[src/rtl/mas16b_prog_loader_if.sv]
// Byte-stream handshake into the program loader: a byte moves on a cycle
// with byte_valid and byte_ready both high; the high byte of each word goes first.
interface mas16b_prog_loader_if;
  logic [7:0] byte_in;
  logic       byte_valid;
  logic       byte_ready;

  modport master (output byte_in, output byte_valid, input byte_ready);
  modport slave  (input byte_in, input byte_valid, output byte_ready);
endinterface

[src/rtl/mas16b_prog_loader.sv]
// Buffers a byte-streamed program up to END_INSTR, then clocks it into the CPU program port.
// Outputs are registered (1 cycle behind the state decision); byte_ready is high only while receiving.
module mas16b_prog_loader #(
  parameter int          MAX_WORDS = 32,
  parameter logic [15:0] END_INSTR = 16'hF000
) (
  input  logic                       clk,
  input  logic                       rstz,
  input  logic                       start,
  mas16b_prog_loader_if.slave        bs,
  output logic [15:0]                pg_instr,
  output logic                       pg,
  output logic                       cpu_rstz,
  output logic                       busy,
  output logic                       done,
  output logic                       err,
  output logic [$clog2(MAX_WORDS):0] word_count
);

  localparam int AW = $clog2(MAX_WORDS);
  localparam int CW = AW + 1;

  typedef enum logic [2:0] {IDLE, RECV, PRE_RST, STREAM, POST_RST, DONE, ERR} state_t;

  state_t         state, nxt;
  logic           phase, phase_nxt;
  logic [7:0]     hi, hi_nxt;
  logic [CW-1:0]  rd_idx, rd_nxt;
  logic [CW-1:0]  wc_nxt;
  logic [15:0]    word;
  logic           wr_en;
  logic [AW-1:0]  rd_addr;
  logic [15:0]    instr_nxt;
  logic           pg_nxt, cpu_rstz_nxt, ready_nxt, busy_nxt, done_nxt, err_nxt;
  logic           byte_ready_q;
  logic [15:0]    buffer [MAX_WORDS];

  assign bs.byte_ready = byte_ready_q;
  assign word          = {hi, bs.byte_in};
  assign rd_addr       = (state == STREAM) ? rd_idx[AW-1:0] : '0;

  always_comb begin
    nxt       = state;
    phase_nxt = phase;
    hi_nxt    = hi;
    rd_nxt    = rd_idx;
    wc_nxt    = word_count;
    wr_en     = 1'b0;
    case (state)
      IDLE, DONE, ERR: begin
        if (start) begin
          nxt       = RECV;
          wc_nxt    = '0;
          phase_nxt = 1'b0;
        end
      end
      RECV: begin
        if (bs.byte_valid && byte_ready_q) begin
          if (!phase) begin
            hi_nxt    = bs.byte_in;
            phase_nxt = 1'b1;
          end else begin
            phase_nxt = 1'b0;
            // The end marker always fits: overflow is only declared for non-marker words.
            if (word == END_INSTR) begin
              wr_en  = 1'b1;
              wc_nxt = word_count + CW'(1);
              nxt    = PRE_RST;
            end else if (word_count == CW'(MAX_WORDS - 1)) begin
              nxt = ERR;
            end else begin
              wr_en  = 1'b1;
              wc_nxt = word_count + CW'(1);
            end
          end
        end
      end
      PRE_RST: begin
        nxt    = STREAM;
        rd_nxt = CW'(1);
      end
      STREAM: begin
        if (rd_idx == word_count) nxt = POST_RST;
        else                      rd_nxt = rd_idx + CW'(1);
      end
      POST_RST: nxt = DONE;
      default:  nxt = IDLE;
    endcase

    // Outputs are decoded from the next state so they appear on the entering edge.
    instr_nxt    = (nxt == STREAM) ? buffer[rd_addr] : 16'h0000;
    pg_nxt       = !(nxt == POST_RST || nxt == DONE);
    cpu_rstz_nxt = (nxt == STREAM) || (nxt == DONE);
    ready_nxt    = (nxt == RECV);
    busy_nxt     = (nxt == RECV) || (nxt == PRE_RST) || (nxt == STREAM) || (nxt == POST_RST);
    done_nxt     = (nxt == DONE);
    err_nxt      = (nxt == ERR);
  end

  always_ff @(posedge clk or posedge rstz) begin
    if (rstz) begin
      state        <= IDLE;
      phase        <= 1'b0;
      hi           <= 8'h00;
      rd_idx       <= '0;
      word_count   <= '0;
      pg_instr     <= 16'h0000;
      pg           <= 1'b1;
      cpu_rstz     <= 1'b0;
      byte_ready_q <= 1'b0;
      busy         <= 1'b0;
      done         <= 1'b0;
      err          <= 1'b0;
    end else begin
      state        <= nxt;
      phase        <= phase_nxt;
      hi           <= hi_nxt;
      rd_idx       <= rd_nxt;
      word_count   <= wc_nxt;
      pg_instr     <= instr_nxt;
      pg           <= pg_nxt;
      cpu_rstz     <= cpu_rstz_nxt;
      byte_ready_q <= ready_nxt;
      busy         <= busy_nxt;
      done         <= done_nxt;
      err          <= err_nxt;
    end
  end

  // Program memory keeps its contents across reset and restart; word_count marks what is valid.
  always_ff @(posedge clk) begin
    if (wr_en) buffer[word_count[AW-1:0]] <= word;
  end

endmodule

[src/flat_wrapper.sv]
// flat-port wrapper written by rule: the top's interface ports become plain ports
module mas16b_prog_loader_flat 
#(
  parameter int          MAX_WORDS = 32,
  parameter logic [15:0] END_INSTR = 16'hF000
)
  (clk, rstz, start, pg_instr, pg, cpu_rstz, busy, done, err, word_count, bs_byte_in, bs_byte_valid, bs_byte_ready);
  mas16b_prog_loader_if bs_i ();
  input  logic clk;
  input  logic rstz;
  input  logic start;
  output logic [15:0] pg_instr;
  output logic pg;
  output logic cpu_rstz;
  output logic busy;
  output logic done;
  output logic err;
  output logic [$clog2(MAX_WORDS):0] word_count;
  input wire logic [$bits(bs_i.byte_in)-1:0] bs_byte_in;
  input wire logic [$bits(bs_i.byte_valid)-1:0] bs_byte_valid;
  output wire logic [$bits(bs_i.byte_ready)-1:0] bs_byte_ready;
  assign bs_i.byte_in = bs_byte_in;
  assign bs_i.byte_valid = bs_byte_valid;
  assign bs_byte_ready = bs_i.byte_ready;
  mas16b_prog_loader #(.MAX_WORDS(MAX_WORDS), .END_INSTR(END_INSTR)) u_core (.clk(clk), .rstz(rstz), .start(start), .bs(bs_i), .pg_instr(pg_instr), .pg(pg), .cpu_rstz(cpu_rstz), .busy(busy), .done(done), .err(err), .word_count(word_count));
endmodule
[config.mk]
export PLATFORM = sky130hd
export DESIGN_NAME = mas16b_prog_loader_flat
export DESIGN_NICKNAME = d
export VERILOG_FILES = /design/src/rtl/mas16b_prog_loader_if.sv /design/src/rtl/mas16b_prog_loader.sv /design/src/flat_wrapper.sv
export SDC_FILE = /design/constraint.sdc
export NUM_CORES = 1
export LEC_CHECK = 0
export ABC_AREA = 1
export BUFFER_PORTS_ARGS = -buffer_cell sky130_fd_sc_hd__buf_4
export CORE_MARGIN = 2
export CORE_UTILIZATION = 60
export DETAILED_ROUTE_END_ITERATION = 8
export PLACE_DENSITY_LB_ADDON = 0.12
export SYNTH_ARGS = -nofsm -noshare
export SYNTH_HDL_FRONTEND = slang
export SYNTH_SLANG_ARGS = --single-unit
[constraint.sdc]
create_clock -name clk -period 3.5 [get_ports clk]
set_clock_uncertainty 0.2 [all_clocks]
set_input_delay 0.7 -clock clk [delete_from_list [all_inputs] [get_ports clk]]
set_output_delay 0.7 -clock clk [all_outputs]
set_load 0.02 [all_outputs]
==> metrics.md <==
| Metric | Value |
|---|---|
| Critical path's largest stage delay | `roughly 0.44 ns` |
| Clock Tree Root | `clkbuf_16` |
| Ys async rst share | `0.08244` |
| Nets | `2090` |
| Chip width | `~200 um` |
| Deepest clock path buffer count | `3` |
| Share of the cycle needed by the critical path after routing | `0.8588` |
| DRT iter0 DRCs | `roughly 2200` |
| Syn Inst Count | `~2000` |
| Wire length after detailed routing | `between 50000 and 60000 um` |
| Overall routing resource usage | `0.3004` |
| Slew margin rel. | `0.1499` |
| Setup TNS | `0 ns` |
| Area growth from synthesis to final layout | `12.01%` |
| Met3 WL post-DR | `between 6000 and 7000 um` |
| H-Tree Depth | `2` |
| Syn avg cell area | `approximately 11 um^2` |
| #FFs+latches synth | `roughly 560` |
| IO Pins | `40` |
| Share of layout cells above drive strength 1 | `0.09825` |
| Register clock-pin slew on the reported worst setup and hold paths | `roughly 0.060 ns` |
| Resized cells post-CTS | `0` |
| Number of port buffers | `39` |
| Adder-cell area share of the yosys netlist | `0.002705` |
| Sequential area share after synthesis | `0.7147` |
| DR WL met2 | `approximately 26000 um` |
| Worst Setup Start Kind | `register` |
| Status | `completed` |
| Mux cell area share after synthesis | `0.0009739` |
| Synth top cells by count | `nand3_1, nand2_1, edfxtp_1, nor2_1, inv_1` |
| PD cells | `between 600 and 700 nW/um^2` |
| Netlist cell types | `30` |
| Top layer in use | `met4` |
| Synth Area in Compound Gates | `0.009306` |
| WP buf/inv | `4` |
| Comb pwr share | `0.109` |
| Synthesis warning total | `0` |
| Flop pwr share | `0.517` |
| CTS buffer count | `55` |
| CTS tree | `yes` |
| Vias in the first global route | `approximately 15000` |
| Critical path required time | `3.59 ns` |
| Clock latency on the worst-skew pair | `about 0.61 ns` |
| Wire per inst | `~23 um` |
| Largest cells by area after synthesis | `edfxtp_1, nand3_1, nand2_1` |
| Detailed Place HPWL | `between 30000 and 40000 um` |
| Max stage delay cell, worst path | `dfrtp_1` |
| Area of the core | `37840 um^2` |
| Worst Hold Class | `in2async` |
| Switching Power | `between 0.003 and 0.004 W` |
| Post-CTS setup buffer count | `0` |
| Row cnt | `71` |
| Clock share of power | `0.373` |
| Post-DRT Antenna Nets | `0` |
| Most frequent CP cell | `nor2_1` |
| Setup crit end kind | `register` |
| Initial antenna violation count | `0` |
| Post-synth EDFFs | `~500` |
| Largest area contributor in the synthesized netlist | `edfxtp_1` |
| GPL Wtd Cong | `between 0.8 and 0.9` |
| Cts-stage hold buffer count | `0` |
| Largest net degree at the start of global routing | `about 160` |
| ANT cells | `0` |
| Synthesized Nets | `approximately 2000` |
| DRT met1 WL | `~25000 um` |
| Die Footprint | `40130 um^2` |
| Area post-placement | `~24000 um^2` |
| Initial Util | `0.6111` |
| Largest family of logic cells by synthesized area | `simple AND/OR/NAND/NOR gates` |
| Internal Pwr Total | `between 0.01 and 0.015 W` |
| Fmax | `332.7 MHz` |
| Vias/cell | `between 6 and 7` |
| WP data arrival | `between 3 and 4 ns` |
| Post-route DRC | `0` |
| Switching part of the total | `0.2545` |
| Fin crit period | `roughly 3.0 ns` |
| Final Cell Area | `approximately 26000 um^2` |
| Slew Viols, Final | `0` |
| Max-cap viol count | `0` |
| Yosys top cell area share | `0.6648` |
| Synth Flop Type | `edfxtp_1` |
| CP max FO | `16` |
| RSZ-0062 raised after global routing | `no` |
| P_leak | `9.855 nW` |
| First-pass GRT wire length | `between 90000 and 100000 um` |
| Grt total ovfl | `0` |
| Clock Sinks | `around 560` |
| Post-Synth XOR/XNOR Area | `0.003409` |
| Die Ht | `~200 um` |
| Synthesized area | `between 20000 and 25000 um^2` |
| Worst VDD drop | `between 0.0004 and 0.0005 V` |
| Detailed-route via count | `roughly 16000` |
| Critical path cell sequence | `inv_1 > nand2_1 > nor2_4 > inv_2 > nor2_1 > inv_1 > nor2_1 > nand2_1 > nor2_1 > buf_4` |
| CP delay by family, top | `simple AND/OR/NAND/NOR gates` |
| Final hold vios | `0` |
| Detailed Routing Iterations Pass 1 | `5` |
| Total Power | `0.01570 W` |
| CP Class | `reg2reg` |
| Final setup viols | `0` |
| Synth Area in Simple Gates | `0.2294` |
| Area of the multi-input gates | `between 5000 and 6000 um^2` |
| Sequential cell area | `between 15000 and 20000 um^2` |
| Fill cell count | `roughly 2800` |
| Most numerous cell in the Yosys netlist | `nand3_1` |
| Worst-margin pin slew | `about 1.3 ns` |
## power by group through the flow
stage / registers [W] / logic, W / clock network [W]
2_1_floorplan: 0.00844 / 0.000511 / 0
3_3_place_gp: 0.00824 / 0.00165 / 0
3_5_place_dp: 0.00825 / 0.00168 / 0
4_1_cts: 0.00811 / 0.00168 / 0.00590
5_1_grt: 0.00813 / 0.00181 / 0.00618
6_report: 0.00812 / 0.00172 / 0.00586
## stage by stage
stage,setup WS (ns),std cells,utilization,hold WS (ns)
2_1_floorplan,0.6946,2031,-,0.3131
3_3_place_gp,0.4475,2527,0.6374,0.3584
3_5_place_dp,0.3686,2527,0.6374,0.3913
4_1_cts,0.5217,2628,0.6845,0.03956
5_1_grt,0.2807,2628,0.6845,0.09110
6_report,0.4943,2628,0.6845,0.02896
## metal layers
layer  GRT usage  vias to the layer above
li1            -                     7186
met1      0.4627                     7674
met2      0.4394                      929
met3     0.04198                      124
met4      0.1164                        0
met5           0                        -
## worst paths after layout
check                                start                    end  slack (ns)  cells after the start
max reg2reg                u_core.state[2]  u_core.buffer[25][15]        0.49                     10
max in group asynchronous             rstz     u_core.pg_instr[0]        2.43                      3
min in group clk                     start             u_core.err        0.30                      6
max                        u_core.state[2]  u_core.buffer[25][15]        0.49                     10
min                                   rstz             u_core.err        0.03                      2
min reg2reg                   u_core.hi[2]           u_core.hi[2]        0.41                      2
## registers in the layout (all words and copies together) (netlist names), 3 cells and up
signal and cells:
u_core.buffer 512, u_core.rd_idx 6, u_core.state 3, u_core.pg_instr 16, u_core.hi 8, u_core.word_count 6
## layout by cell type (no fill, tap or decap), types with 7 or more instances in the layout
master and instances:
a21oi_1 21, buf_12 8, buf_4 101, clkbuf_1 16, clkbuf_16 55, clkbuf_8 7
clkinv_2 11, dfrtp_1 44, edfxtp_1 512, inv_1 82, nand2_1 521, nand3_1 557
nor2_1 107, o21ai_0 13, xor2_1 9
## cells by family (layout without fill, tap and decap cells)
| group | count (synthesis) | after routing |
|---|---|---|
| AO/OA/AOI/OAI | 40 | 40 |
| buffers and inverters | 210 | 296 |
| flip-flops | 558 | 558 |
| adder cells (fa/ha/maj) | 5 | 5 |
| AND/OR/NAND/NOR | 1207 | 1207 |
| multiplexers | 2 | 2 |
| XOR/XNOR | 9 | 9 |
## layout make-up
cell class | count | area share
Sequential cell | 558 | 0.6382
Clock buffer | 78 | 0.05917
Multi-Input combinational cell | 1263 | 0.2204
Timing Repair Buffer | 109 | 0.03545
Inverter | 86 | 0.01251
Tap cell | 511 | 0.02468
Clock inverter | 23 | 0.009612
No activity file was read; power rests on OpenSTA's default activity.
